[config.mk]
export PLATFORM = sky130hd
export DESIGN_NAME = qspi_target_responder
export DESIGN_NICKNAME = d
export VERILOG_FILES = /design/src/rtl/qspi_pkg.sv /design/src/rtl/qspi_pin_sync.sv /design/src/rtl/qspi_target_responder.sv
export SDC_FILE = /design/constraint.sdc
export NUM_CORES = 1
export LEC_CHECK = 0
export BUFFER_PORTS_ARGS = -buffer_cell sky130_fd_sc_hd__buf_2
export CAP_MARGIN = 15
export CORE_UTILIZATION = 25
export CTS_BUF_LIST = sky130_fd_sc_hd__clkbuf_8
export CTS_CLUSTER_SIZE = 14
export DETAILED_ROUTE_END_ITERATION = 6
export GPL_ROUTABILITY_DRIVEN = 0
export GPL_TIMING_DRIVEN = 0
export MAX_ROUTING_LAYER = met4
export PLACE_DENSITY = 0.5
export SYNTH_ARGS = -nofsm -noshare
export SYNTH_HDL_FRONTEND = slang
export SYNTH_SLANG_ARGS = --single-unit
export TNS_END_PERCENT = 10
[constraint.sdc]
create_clock -name clk -period 2 [get_ports clk]
set_input_delay 0.2 -clock clk [delete_from_list [all_inputs] [get_ports clk]]
set_output_delay 0.2 -clock clk [all_outputs]
set_load 0.01 [all_outputs]
[src/rtl/qspi_pkg.sv]
// rtl/qspi_pkg.sv - shared opcodes, states and lane encodings for the QSPI target
package qspi_pkg;

  localparam logic [7:0] OP_READ          = 8'h03;
  localparam logic [7:0] OP_FAST_READ     = 8'h0B;
  localparam logic [7:0] OP_QUAD_OUT_READ = 8'h6B;
  localparam logic [7:0] OP_READ_STATUS   = 8'h05;

  // Same lane-select encoding as the qspi_fsm initiator.
  localparam logic [1:0] LANE_SINGLE = 2'b00;
  localparam logic [1:0] LANE_QUAD   = 2'b10;

  typedef enum logic [2:0] {
    ST_IDLE,
    ST_CMD,
    ST_ADDR,
    ST_DUMMY,
    ST_DATA,
    ST_IGNORE
  } state_t;

  function automatic logic [3:0] lane_oe(input logic [1:0] lane);
    return (lane == LANE_QUAD) ? 4'hF : 4'b0010;
  endfunction

endpackage

[src/rtl/qspi_pin_sync.sv]
// rtl/qspi_pin_sync.sv - 2-flop synchronizers and sclk edge detect for the QSPI pads
module qspi_pin_sync (
  input  logic       clk,
  input  logic       reset,
  input  logic       sclk_i,
  input  logic       cs_n_i,
  input  logic [3:0] io_i,
  output logic       sclk_rise,
  output logic       sclk_fall,
  output logic       cs_n_s,
  output logic [3:0] io_s
);

  logic [2:0] sclk_q;
  logic [1:0] cs_q;
  logic [3:0] io_q1;
  logic [3:0] io_q2;

  // cs_n resets to the selected level so a select held low through reset never reads as fresh.
  always_ff @(posedge clk) begin
    if (reset) begin
      sclk_q <= 3'b000;
      cs_q   <= 2'b00;
      io_q1  <= 4'h0;
      io_q2  <= 4'h0;
    end else begin
      sclk_q <= {sclk_q[1:0], sclk_i};
      cs_q   <= {cs_q[0], cs_n_i};
      io_q1  <= io_i;
      io_q2  <= io_q1;
    end
  end

  assign sclk_rise = sclk_q[1] & ~sclk_q[2];
  assign sclk_fall = ~sclk_q[1] & sclk_q[2];
  assign cs_n_s    = cs_q[1];
  assign io_s      = io_q2;

endmodule

[src/rtl/qspi_target_responder.sv]
// rtl/qspi_target_responder.sv - flash-side QSPI responder serving read-class commands
module qspi_target_responder
  import qspi_pkg::*;
#(
  parameter int ADDR_BYTES   = 3,
  parameter int DUMMY_CYCLES = 8,
  parameter int MEM_AW       = 24
) (
  input  logic              clk,
  input  logic              reset,
  input  logic              sclk_i,
  input  logic              cs_n_i,
  input  logic [3:0]        io_i,
  output logic [3:0]        io_o,
  output logic [3:0]        io_oe_o,
  output logic [MEM_AW-1:0] mem_addr_o,
  output logic              mem_re_o,
  input  logic [7:0]        mem_rdata_i,
  input  logic [7:0]        status_i,
  output logic              busy_o
);

  localparam int ADDR_BITS = 8 * ADDR_BYTES;

  logic                 sclk_rise, sclk_fall, cs_n_s;
  logic [3:0]           io_s;
  state_t               state, next_state;
  logic [7:0]           cnt;
  logic [6:0]           cmd_sr;
  logic [ADDR_BITS-2:0] addr_sr;
  logic [MEM_AW-1:0]    addr;
  logic [1:0]           lane;
  logic                 dummy_en, status_mode, armed, driving, re_d;
  logic [2:0]           phase;
  logic [7:0]           sr, next_byte, cur_byte, opcode;
  logic [ADDR_BITS-1:0] addr_full;
  logic                 last_phase;

  qspi_pin_sync u_sync (
    .clk       (clk),
    .reset     (reset),
    .sclk_i    (sclk_i),
    .cs_n_i    (cs_n_i),
    .io_i      (io_i),
    .sclk_rise (sclk_rise),
    .sclk_fall (sclk_fall),
    .cs_n_s    (cs_n_s),
    .io_s      (io_s)
  );

  always_ff @(posedge clk) begin
    if (reset) state <= ST_IDLE;
    else       state <= next_state;
  end

  always_comb begin
    opcode     = {cmd_sr, io_s[0]};
    addr_full  = {addr_sr, io_s[0]};
    last_phase = (lane == LANE_QUAD) ? (phase == 3'd1) : (phase == 3'd7);
    cur_byte   = status_mode ? status_i : next_byte;
    next_state = state;
    case (state)
      ST_IDLE:  if (armed && !cs_n_s) next_state = ST_CMD;
      ST_CMD:
        if (sclk_rise && cnt == 8'd7) begin
          case (opcode)
            OP_READ, OP_FAST_READ, OP_QUAD_OUT_READ: next_state = ST_ADDR;
            OP_READ_STATUS:                          next_state = ST_DATA;
            default:                                 next_state = ST_IGNORE;
          endcase
        end
      ST_ADDR:
        if (sclk_rise && cnt == 8'(ADDR_BITS - 1))
          next_state = (dummy_en && DUMMY_CYCLES > 0) ? ST_DUMMY : ST_DATA;
      ST_DUMMY: if (sclk_rise && cnt == 8'(DUMMY_CYCLES - 1)) next_state = ST_DATA;
      default:  ;
    endcase
    // Deselect outranks any edge seen in the same cycle.
    if (state != ST_IDLE && cs_n_s) next_state = ST_IDLE;
    busy_o  = (state != ST_IDLE);
    io_oe_o = (state == ST_DATA && driving) ? lane_oe(lane) : 4'h0;
  end

  always_ff @(posedge clk) begin
    if (reset) begin
      cnt <= '0; cmd_sr <= '0; addr_sr <= '0; addr <= '0;
      lane <= LANE_SINGLE; dummy_en <= 1'b0; status_mode <= 1'b0;
      armed <= 1'b0; driving <= 1'b0; re_d <= 1'b0; phase <= '0;
      sr <= '0; next_byte <= '0; io_o <= 4'h0; mem_addr_o <= '0; mem_re_o <= 1'b0;
    end else begin
      mem_re_o <= 1'b0;
      re_d     <= mem_re_o;
      if (cs_n_s) armed <= 1'b1;
      if (re_d) next_byte <= mem_rdata_i;
      if (state == ST_IDLE || cs_n_s) begin
        cnt <= '0; phase <= '0; driving <= 1'b0;
        if (state != ST_IDLE) io_o <= 4'h0;
      end else begin
        case (state)
          ST_CMD:
            if (sclk_rise) begin
              cmd_sr <= opcode[6:0];
              cnt    <= (cnt == 8'd7) ? 8'd0 : cnt + 8'd1;
              if (cnt == 8'd7) begin
                lane        <= (opcode == OP_QUAD_OUT_READ) ? LANE_QUAD : LANE_SINGLE;
                dummy_en    <= (opcode == OP_FAST_READ) || (opcode == OP_QUAD_OUT_READ);
                status_mode <= (opcode == OP_READ_STATUS);
              end
            end
          ST_ADDR:
            if (sclk_rise) begin
              addr_sr <= addr_full[ADDR_BITS-2:0];
              cnt     <= (cnt == 8'(ADDR_BITS - 1)) ? 8'd0 : cnt + 8'd1;
              if (cnt == 8'(ADDR_BITS - 1)) begin
                addr       <= addr_full[MEM_AW-1:0];
                mem_addr_o <= addr_full[MEM_AW-1:0];
                mem_re_o   <= 1'b1;
              end
            end
          ST_DUMMY:
            if (sclk_rise) cnt <= (cnt == 8'(DUMMY_CYCLES - 1)) ? 8'd0 : cnt + 8'd1;
          ST_DATA:
            if (sclk_fall) begin
              driving <= 1'b1;
              phase   <= last_phase ? 3'd0 : phase + 3'd1;
              if (lane == LANE_QUAD) begin
                io_o <= (phase == 3'd0) ? cur_byte[7:4] : sr[7:4];
                sr   <= (phase == 3'd0) ? {cur_byte[3:0], 4'h0} : {sr[3:0], 4'h0};
              end else begin
                io_o <= {2'b00, (phase == 3'd0) ? cur_byte[7] : sr[7], 1'b0};
                sr   <= (phase == 3'd0) ? {cur_byte[6:0], 1'b0} : {sr[6:0], 1'b0};
              end
              // Fetch the following byte while the last bit/nibble of this one is on the pads.
              if (last_phase && !status_mode) begin
                addr       <= addr + MEM_AW'(1);
                mem_addr_o <= addr + MEM_AW'(1);
                mem_re_o   <= 1'b1;
              end
            end
          default: ;
        endcase
      end
    end
  end

endmodule
After elaboration in Yosys (flattened, before gate mapping)

Cells that the tools add are included.

Flip-flop bits (word level): 103
Input port bits: 24
Output and inout bits: 34
Word-level logic and storage cells: 120

$add $sub $neg: 3
Equality and inequality tests: 23
Muxes and demuxes: 38
Bitwise logic cells: 5
Reductions and logical operators: 31

Operator list:

| kind                                                                   | number |
|---|---|
| 24-bit 2-to-1 mux                                                      | 4 |
| 8-bit 2-to-1 mux                                                       | 8 |
| 24-bit one-hot mux with 2 select lines                                 | 1 |
| 4-bit 2-to-1 mux                                                       | 8 |
| 24-bit by 1-bit adder with 24-bit output (second input constant)       | 1 |
| 3-bit 2-to-1 mux                                                       | 6 |
| 8-bit by 3-bit equality test with 1-bit output (second input constant) | 2 |
| 2-bit != test (second input constant)                                  | 8 |
| 8-bit one-hot mux with 2 select lines                                  | 1 |
| 3-bit AND reduction                                                    | 5 |
| 3-bit one-hot mux with 4 select lines                                  | 1 |
| 8-bit by 1-bit adder with 8-bit output (second input constant)         | 1 |
| 8-bit by 2-bit equality test with 1-bit output (second input constant) | 1 |
| 8-bit by 4-bit equality test with 1-bit output (second input constant) | 1 |
| 8-bit by 5-bit equality test with 1-bit output (second input constant) | 1 |
| 8-bit by 7-bit equality test with 1-bit output (second input constant) | 1 |
| 2-bit nonzero test                                                     | 4 |
| 3-bit by 1-bit equality test with 1-bit output (second input constant) | 2 |
| 3-bit by 2-bit equality test with 1-bit output (second input constant) | 2 |
| 3-bit equality test (second input constant)                            | 2 |
| 1-bit logical AND                                                      | 6 |
| 3-bit logical NOT                                                      | 2 |
| 1-bit 2-to-1 mux                                                       | 6 |
| 3-bit one-hot mux with 2 select lines                                  | 1 |
| 17 further kinds                                                       | 25 |

Logic depth before layout (Yosys ltp)

Gate-level depths: netlist (run 1).

Word-level depth: 6
Depth in mapped cells: 9
Gate-level depth less buffers: 7

Modules after synthesis

A second synthesis (run 1) with hierarchy kept.

Cell total of the unflattened synthesis: 618
Area total of the unflattened synthesis: 5,168.7 µm²

Modules (own cells, without submodules):

| module                | instances | cells an instance | area an instance (µm²) | seq. area each (µm²) |
|---|---|---|---|---|
| qspi_target_responder | 1         | 589               | 4,760.8                | 1,881.8 |
| qspi_pin_sync         | 1         | 29                | 407.9                  | 260.2 |

Worst setup path after synthesis (run 1)

No wires, ideal clock.

Kind: register to register
From: reg u_sync.cs_q[1]
To: reg addr[4]
Library setup time: 0.087 ns
Arrival time: 1.900 ns
Data required time: 1.913 ns
Setup slack: 0.013 ns
Cell stages (with the launch flop): 8
Path buffers: 2
Clock period less this slack: 1.987 ns
Cell sequence: dfxtp_1 > buf_4 > nor4b_4 > nor3b_4 > a32oi_1 > clkbuf_1 > or3_1 > o31ai_1

Word-level cells in the longest chain between the ends: 3

RTL lines:

| item                                 | RTL line                     | text |
|---|---|---|
| start, declared                      | qspi_pin_sync.sv:15          | `logic [1:0] cs_q;` |
| start signal, assigned               | qspi_pin_sync.sv:28          | `cs_q <= {cs_q[0], cs_n_i};` |
| 1-bit logical OR                     | qspi_target_responder.sv:95  | `if (state == ST_IDLE \|\| cs_n_s) begin` |
| 1-bit NOT (no source line)           | --                           |  |
| 6-bit AND reduction (no source line) | --                           |  |
| end signal, assigned                 | qspi_target_responder.sv:115 | `addr <= addr_full[MEM_AW-1:0];` |
| end signal, assigned                 | qspi_target_responder.sv:135 | `addr <= addr + MEM_AW'(1);` |
| end, declared                        | qspi_target_responder.sv:31  | `logic [MEM_AW-1:0] addr;` |

Every way passes these cells.
A chain may end at the register's enable or synchronous reset.

Worst setup path in the final report (run 1)

From: reg cnt[5]
To: reg addr[4]

Word-level cells in the longest chain between the ends: 3

RTL lines:

| item                                           | RTL line                     | text |
|---|---|---|
| start, declared                                | qspi_target_responder.sv:28  | `logic [7:0] cnt;` |
| start signal, assigned                         | qspi_target_responder.sv:103 | `cnt <= (cnt == 8'd7) ? 8'd0 : cnt + 8'd1;` |
| start signal, assigned                         | qspi_target_responder.sv:113 | `cnt <= (cnt == 8'(ADDR_BITS - 1)) ? 8'd0 : cnt + 8'd1;` |
| start signal, assigned                         | qspi_target_responder.sv:121 | `if (sclk_rise) cnt <= (cnt == 8'(DUMMY_CYCLES - 1)) ? 8'd0 : cnt + 8'd1;` |
| 8-bit by 5-bit equality test with 1-bit output | qspi_target_responder.sv:114 | `if (cnt == 8'(ADDR_BITS - 1)) begin` |
| 2-bit != test (no source line)                 | --                           |  |
| 6-bit AND reduction (no source line)           | --                           |  |

Every way passes these cells.

==> results.toml, run 1 <==
[placed_design]
dp_cells = 916
io_buffers = 54
hpwl_um = 9970
place_area_um2 = 5450

[route]
wl_um = 14500
drcViolationCount = 0
via_per_inst = 4.90
final_antenna_net_count = 0
routed-via-count = 4633
wl_per_cell_um = 15.4
drt-initial-drc-count = 328
drtPass1Iterations = 5

[yosys]
synth_largest_area_cell = "dfxtp_1"
yosysWarnings = 0
synth.top_cell.area_share = 0.417
postSynthAreaPerCell_um2 = 8.06
yosysSeqAreaShare = 0.417
synth-seq-cells = 101
synth.distinct_cells = 63
synth.most_common_cell = "dfxtp_1"
synth_cells = 602
synth_edf_count = 0
synth_area_um2 = 4850
synth_fp_nets = 630
synthTopCellsByCount = "dfxtp_1 (101), nand2_1 (93), a21oi_1 (70), nor2_1 (62), clkbuf_1 (26)"
synth.area.top_cells = "dfxtp_1 (42%), a21oi_1 (7.2%), nand2_1 (7.2%)"
async_reset_ff_frac = 0
synth_ff_type = "dfxtp_1"

[cts]
cts_tree = "done"
clock_path_buffers = 2
cts_made_buffers = 9
cts_max_level = 3
clkSinkCount = 101
hold_buffers = 0
cts-root-buf = "clkbuf_8"
clock_latency_ns = 0.38
path_clk_slew_ns = 0.10

[worst_setup_path]
critPathArrivalTime_ns = 2.32
slowest_stage = "or4_4"
cp_slowest_stage_delay_ns = 0.59
cp-start-kind = "flop"
crit_fanout = 5
crit_type = "flop to flop"
path_cells = "or4_4, nor3_4, buf_6, a32oi_4, buf_8, or3_1, o31ai_1"
rrSetupSlack_ns = -0.03
crit_required_ns = 2.29
end_kind = "flop"

[outcome]
violations = "negative setup slack"
outcome = "finished, violations left"

[die]
io_pins = 58
die_width_um = 141
die_h_um = 141
die-area_um2 = 20000
start_util = 0.258
core_area_um2 = 18800
rows = 50

[sta]
worst_pin_slew_ns = 0.734
rsz0062_at_grt = "true"
final_max_slew_viol_count = 0
fmax_mhz = 493
setup_viol = 2
hold_violations = 0
slew_headroom = 0.507
setup_ws_ns = -0.0278
finClkSkew_ns = 0.0119
min_period_over_period = 1.01
tns_ns = -0.0437
finalCriticalPeriod_ns = 2.03

[layout]
area_delta_synth_final_pct = 24.3
stdcell_count = 946
fin_area_um2 = 6030
multiInputGateArea_um2 = 2790
fill_cells = 2011
drive_gt1_frac = 0.241
seq_area_um2 = 2040
diodes = 0
fin_nets = 709

[global_routing]
grt_pass1_wl_um = 23000
grt_pass1_vias = 4281
grt_usage = 0.151
grt_max_degree = 16
overflow = 0
antenna_found_initial = 0

[power]
fin_total_pwr_mw = 3.31
leakage_nw = 2.13
p_per_area_nw_per_um2 = 549
vdd_ir_drop_max_mv = 0.201

[min_path]
hold_path.class = "primary input to flop"

[flow_run]
cap_violations = 0
[metal layers]
| layer | vias to the layer above | global-route usage | part of all wire |
|---|---|---|---|
| met5 | - | - | 0 |
| met4 | 0 | 0.0641 | 0.021 |
| met3 | 21 | 0.0196 | 0.046 |
| met2 | 126 | 0.231 | 0.46 |
| met1 | 2193 | 0.201 | 0.47 |
| li1 | 2293 | - | - |
[cell type report]
| class | count | share of cell area |
|---|---|---|
| well taps | 260 | 0.0540 |
| inverters | 12 | 0.00747 |
| flip-flops and latches | 101 | 0.338 |
| plain buffers | 37 | 0.0407 |
| repair buffers | 72 | 0.0704 |
| clock buffers | 9 | 0.0205 |
| clock inverters | 7 | 0.00581 |
| multi-input cells | 448 | 0.463 |
[path summary, 6_finish.rpt]
path | cells past startpoint | start | endpoint
min | 2 | sclk_i | u_sync.sclk_q[0]
max | 7 | cnt[5] | addr[4]
max reg2reg | 7 | cnt[5] | addr[4]
min reg2reg | 1 | u_sync.io_q1[0] | u_sync.io_s[0]
[worst max-delay path: cells and delay by family (launching register included)]
kind / cells / cell delay (ns)
AO/OA/AOI/OAI: 2 / 0.15
buffers and inverters: 2 / 0.31
flip-flops: 1 / 0.34
AND/OR/NAND/NOR: 3 / 1.15
[repair_timing]
item	in CTS	in global routing
resized for setup	48	48
gates cloned	1	1
endpoints found under the setup margin	63	55
buffers inserted	9	7
pin swaps	8	14
[cell usage in the layout, fill, tap and decap left out, types with 4 or more instances in the layout]
master     instances
dfxtp_1           92
nand2_1           91
a21oi_1           69
nor2_1            60
buf_2             59
buf_4             19
mux2i_1           17
nand3_1           17
clkbuf_1          15
nor3_1            15
nor2b_1           14
inv_1             13
nand4_1           13
o21ai_0           11
clkbuf_8           9
mux2_2             8
dfxtp_2            8
and3_1             7
a22o_1             7
nand2b_1           6
a31oi_1            5
buf_8              5
o31ai_1            5
xnor2_1            5
o21ai_1            5
buf_6              4
nand3b_1           4
nand3_2            4
nor4_1             4
and4_1             4
o2bb2ai_1          4
xor2_1             4
clkinv_2           4
[power breakdown]
part	internal, mW	switching, mW
clock	0.436	0.728
sequential	2.02	0.00478
combinational	0.0459	0.0813
[stage by stage]
step | hold slack [ns] | setup slack [ns] | utilization
after CTS | 0.0225 | -0.0616 | 0.310
after global routing | 0.0474 | -0.0976 | 0.320
after detailed placement | 0.430 | -0.485 | 0.289
after floorplan | 0.328 | 0.0126 | -
final | 0.0396 | -0.0278 | 0.320
after global placement | 0.416 | -0.494 | 0.289
[cell families after synthesis]
logic type / after synthesis / share of synthesized area
flops: 101 / 0.417
buf+inv: 53 / 0.0470
xor+xnor: 9 / 0.0163
simple gates: 272 / 0.277
fa+ha+maj: 4 / 0.0103
compound gates: 137 / 0.176
mux: 26 / 0.0557
[sequential cells by signal, summed over array words and instances, names as in the netlist, 2 cells and up]
| signal | count |
|---|---|
| u_sync.sclk_q | 3 |
| u_sync.cs_q | 2 |
| cnt | 8 |
| sr | 7 |
| next_byte | 8 |
| cmd_sr | 7 |
| state | 3 |
| phase | 3 |
| addr | 24 |
| io_o | 4 |
| addr_sr | 23 |
No activity file was read; power rests on OpenSTA's default activity.
==> run 2: changes to the inputs <==
Settings changed: REMOVE_ABC_BUFFERS from default to 1.
==> run 2 against run 1 <==
Effect of this change: the run still ends with negative setup slack left; flip-flop and latch count stayed put; power is 2.3% higher; routed wire length is 5.3% lower; clock power is 8% higher; sequential power hardly changed; fmax is 1.4% lower; global-route usage is 0.71 points lower; cell count is 2.9% lower; largest cell class unchanged; largest power group unchanged; highest routed layer unchanged.
==> results.toml, run 2 (same netlist as run 1, synthesis figures left out) <==
[outcome]
outcome = "finished, violations left"
violations = "negative setup slack"

[worst_setup_path]
crit_required_ns = 2.29
cp-start-kind = "flop"
cp_slowest_stage_delay_ns = 0.58
critPathArrivalTime_ns = 2.34
end_kind = "flop"
crit_type = "flop to flop"
path_cells = "or4_4, nor3_4, buf_4, a32o_4, o2bb2ai_1, a22o_1"
rrSetupSlack_ns = -0.06
slowest_stage = "or4_4"
crit_fanout = 7
reg2regPathDepth = 6

[route]
via_per_inst = 4.79
drcViolationCount = 0
final_antenna_net_count = 0
drt-initial-drc-count = 261
drtPass1Iterations = 5
wl_per_cell_um = 15.0
wl_um = 13800
routed-via-count = 4402

[die]
core_area_um2 = 18800
die_h_um = 141
die-area_um2 = 20000
die_width_um = 141
rows = 50
start_util = 0.258
io_pins = 58

[layout]
diodes = 0
fin_area_um2 = 5930
area_delta_synth_final_pct = 22.4
drive_gt1_frac = 0.229
layout_common_cells = "nand2_1 (91), dfxtp_1 (88), a21oi_1 (69)"
layout_commonest_cell = "nand2_1"
seq_area_um2 = 2050
final_util = 0.315
fin_nets = 682
largest_register_ffs = 24
largest_registers = "addr: 24 flops, addr_sr: 23 flops"
fill_cells = 2042
largest-register = "addr"
stdcell_count = 919
multiInputGateArea_um2 = 2820

[sta]
slew_headroom = 0.557
min_period_over_period = 1.03
finalCriticalPeriod_ns = 2.06
setup_ws_ns = -0.0570
rsz0062_at_grt = "true"
setup_viol = 9
final_max_slew_viol_count = 0
hold_violations = 0
finClkSkew_ns = 0.0134
fmax_mhz = 486
tns_ns = -0.234
worst_pin_slew_ns = 0.662

[min_path]
worstHoldPathCells = 2
hold_path.class = "primary input to flop"

[placed_design]
io_buffers = 54
place_area_um2 = 5340
hpwl_um = 8180
dp_cells = 879

[power]
vdd_ir_drop_max_mv = 0.274
p_per_area_nw_per_um2 = 571
leakage_nw = 2.08
fin_total_pwr_mw = 3.39

[cts]
path_clk_slew_ns = 0.10
clock_path_buffers = 2
hold_buffers = 0
clock_latency_ns = 0.40
cts_max_level = 3
clkSinkCount = 101
cts-root-buf = "clkbuf_8"
cts_tree = "done"
cts_made_buffers = 9

[global_routing]
grt_max_degree = 62
antenna_found_initial = 0
overflow = 0
grt_pass1_wl_um = 21800
grt_pass1_vias = 4077
grt_usage = 0.144

[flow_run]
cap_violations = 0
## run 2: changes by cell type in the layout (fill, tap and decap cells not counted), sizes merged
cell,previous run,this run
buf,89,78
clkinvlp,1,3
clkbuf,29,10
a32o,4,6
nand3b,4,5
clkinv,4,2
nor3b,3,4
inv,14,13
## run 2: power breakdown
| group | total (mW) | switching, mW | internal [mW] |
|---|---|---|---|
| registers | 2.03 | 0.0121 | 2.01 |
| logic | 0.113 | 0.0671 | 0.0458 |
| clock network | 1.25 | 0.767 | 0.482 |
| total | 3.39 | 0.846 | 2.54 |
## run 2: worst paths after layout
kind                          from               end
hold / removal              cs_n_i    u_sync.cs_q[0]
setup / recovery            cnt[7]          addr[23]
hold reg to reg   u_sync.sclk_q[0]  u_sync.sclk_q[1]
setup reg to reg            cnt[7]          addr[23]
## run 2: final cells by class
class | count | area share
repair buffers | 78 | 0.0871
multi-input cells | 452 | 0.475
flip-flops and latches | 101 | 0.345
clock inverters | 6 | 0.00675
clock buffers | 10 | 0.0232
well taps | 260 | 0.0548
inverters | 12 | 0.00801
## run 2: stage by stage
step / hold slack, ns / setup slack, ns
global route: 0.0132 / -0.168
CTS: 0.00609 / -0.121
finish: 0.0136 / -0.0570
detailed placement: 0.420 / -1.84
global placement: 0.417 / -2.63
floorplan: 0.265 / -0.965
## run 2: worst max-delay path, delay by kind of cell, from the launching register on
kind	cells	cell delay, ns
and+or+nand+nor	2	0.88
AOI/OAI and AO/OA	3	0.56
DFF	1	0.34
buffers and inverters	1	0.17
## run 2: what timing repair did
item / CTS / global route
buffers inserted: 12 / 6
setup endpoints to repair: 67 / 67
gates cloned: 3 / 3
pin swaps: 28 / 9
resized for setup: 30 / 25
## run 2: layer usage
layer / track usage / wire length (um) / up-vias
li1: - / - / 2249
met1: 0.184 / 6770 / 2065
met2: 0.227 / 6270 / 79
met3: 0.0300 / 544 / 9
met4: 0.0463 / 174 / 0
met5: - / 0 / -
==> run 3: changes to the inputs <==
Settings changed: MAX_ROUTING_LAYER met4 to default.
==> run 3 against run 2 <==
Effect of this change: the flow still finishes with violations (negative setup slack); combinational power is 7% higher; clock-buffer cell count stayed put; utilization is 0.13 points higher; clock skew is 0.00075 ns higher; flip-flop and latch count stayed put; worst setup slack worse by 0.0042 ns; first-iteration DRC count is 2.3% higher; via count is 0.14% lower; power is 0.24% higher; final area is 0.40% higher; routed wire length is 0.16% higher; largest cell class unchanged; highest routed layer unchanged.
==> results.toml, run 3 (same netlist as run 1, synthesis figures left out) <==
[route]
routed-via-count = 4396
via_per_inst = 4.77
final_antenna_net_count = 0
wl_per_cell_um = 14.9
drtPass1Iterations = 4
wl_um = 13800
drcViolationCount = 0
drt-initial-drc-count = 267

[worst_setup_path]
path_cells = "or4_4, nor3_4, buf_4, a32o_4, o2bb2ai_1, a22o_1"
reg2regPathDepth = 6
slowest_stage = "or4_4"
crit_fanout = 7
crit_type = "flop to flop"
crit_required_ns = 2.29
cp-start-kind = "flop"
cp_slowest_stage_delay_ns = 0.58
end_kind = "flop"
critPathArrivalTime_ns = 2.35

[sta]
hold_violations = 0
setup_viol = 9
min_period_over_period = 1.03
finalCriticalPeriod_ns = 2.06
worst_pin_slew_ns = 0.723
final_max_slew_viol_count = 0
rsz0062_at_grt = "true"
finClkSkew_ns = 0.0141
setup_ws_ns = -0.0613
fmax_mhz = 485
slew_headroom = 0.515

[cts]
cts-root-buf = "clkbuf_8"
clock_latency_ns = 0.40
cts_tree = "done"
clock_path_buffers = 2
path_clk_slew_ns = 0.10
cts_max_level = 3
cts_made_buffers = 9
clkSinkCount = 101

[global_routing]
grt_pass1_wl_um = 21800
grt_usage = 0.140
overflow = 0
grt_pass1_vias = 4078
antenna_found_initial = 0
grt_max_degree = 62

[outcome]
outcome = "finished, violations left"
violations = "negative setup slack"

[layout]
fin_area_um2 = 5960
fill_cells = 2039
largest-register = "addr"
layout_commonest_cell = "nand2_1"
drive_gt1_frac = 0.231
layout_common_cells = "nand2_1 (91), dfxtp_1 (88), a21oi_1 (69)"
largest_register_ffs = 24
diodes = 0
area_delta_synth_final_pct = 22.9
stdcell_count = 922
fin_nets = 685
largest_registers = "addr: 24 flops, addr_sr: 23 flops"

[flow_run]
cap_violations = 0

[die]
die_width_um = 141
die_h_um = 141
start_util = 0.258
io_pins = 58
rows = 50
die-area_um2 = 20000
core_area_um2 = 18800

[power]
p_per_area_nw_per_um2 = 570
leakage_nw = 2.10
vdd_ir_drop_max_mv = 0.284

[placed_design]
dp_cells = 879
hpwl_um = 8180
io_buffers = 54
place_area_um2 = 5340

[min_path]
hold_path.class = "primary input to flop"
worstHoldPathCells = 2
-- run 3: changes by cell type in the layout (fill, tap and decap cells not counted) --
cell and delta:
buf_4 +3, dfxtp_2 -1, dfxtp_4 +1, mux2_2 -1, mux2_4 +1, nor3_1 +1
nor3_2 -1
-- run 3: worst paths after layout --
path | startpoint | slack [ns] | endpoint
max | cnt[7] | -0.06 | addr[23]
min | cs_n_i | 0.01 | u_sync.cs_q[0]
max reg2reg | cnt[7] | -0.06 | addr[23]
min reg2reg | u_sync.sclk_q[0] | 0.44 | u_sync.sclk_q[1]
-- run 3: critical path: cells and delay by family, from the launching register on --
kind	cells	cell delay, ns
DFF	1	0.34
and+or+nand+nor	2	0.88
AOI/OAI and AO/OA	3	0.56
buffers and inverters	1	0.17
-- run 3: final cells by class --
cell class	count	area (um2)	share of cell area
Clock inverter	6	40.0	0.00672
Tap cell	260	325	0.0546
Inverter	12	47.5	0.00798
Sequential cell	101	2050	0.344
Multi-Input combinational cell	452	2820	0.473
Timing Repair Buffer	81	539	0.0905
Clock buffer	10	138	0.0231
-- run 3: per-stage QoR --
step	setup slack [ns]	total power [mW]	setup TNS [ns]	hold slack [ns]	util
after floorplan	-0.965	2.11	-28.75	0.265	-
after global placement	-2.63	2.17	-92.06	0.417	0.279
after detailed placement	-1.84	2.18	-53.22	0.420	0.283
after CTS	-0.121	3.44	-1.02	0.00609	0.307
after global routing	-0.168	3.55	-2.88	0.00958	0.316
final	-0.0613	3.40	-0.208	0.0136	0.316
-- run 3: timing repair --
item	CTS	global route
resized for setup	30	26
hold buffers	0	0
cloned	3	3
setup endpoints to repair	67	70
pin swaps	28	9
buffers inserted	12	9
-- run 3: per-layer routing --
metal	vias to the layer above	global-route usage	wire length [um]
li1	2256	-	-
met1	2054	0.184	6810
met2	76	0.227	6230
met3	10	0.0300	558
met4	0	0.0463	178
met5	-	0	0
-- run 3: report_power, final --
part / internal [mW] / leakage, nW / switching, mW
Combinational: 0.0498 / 1.19 / 0.0707
Sequential: 2.01 / 0.822 / 0.00930
Clock: 0.482 / 0.0857 / 0.771
Total: 2.55 / 2.10 / 0.851
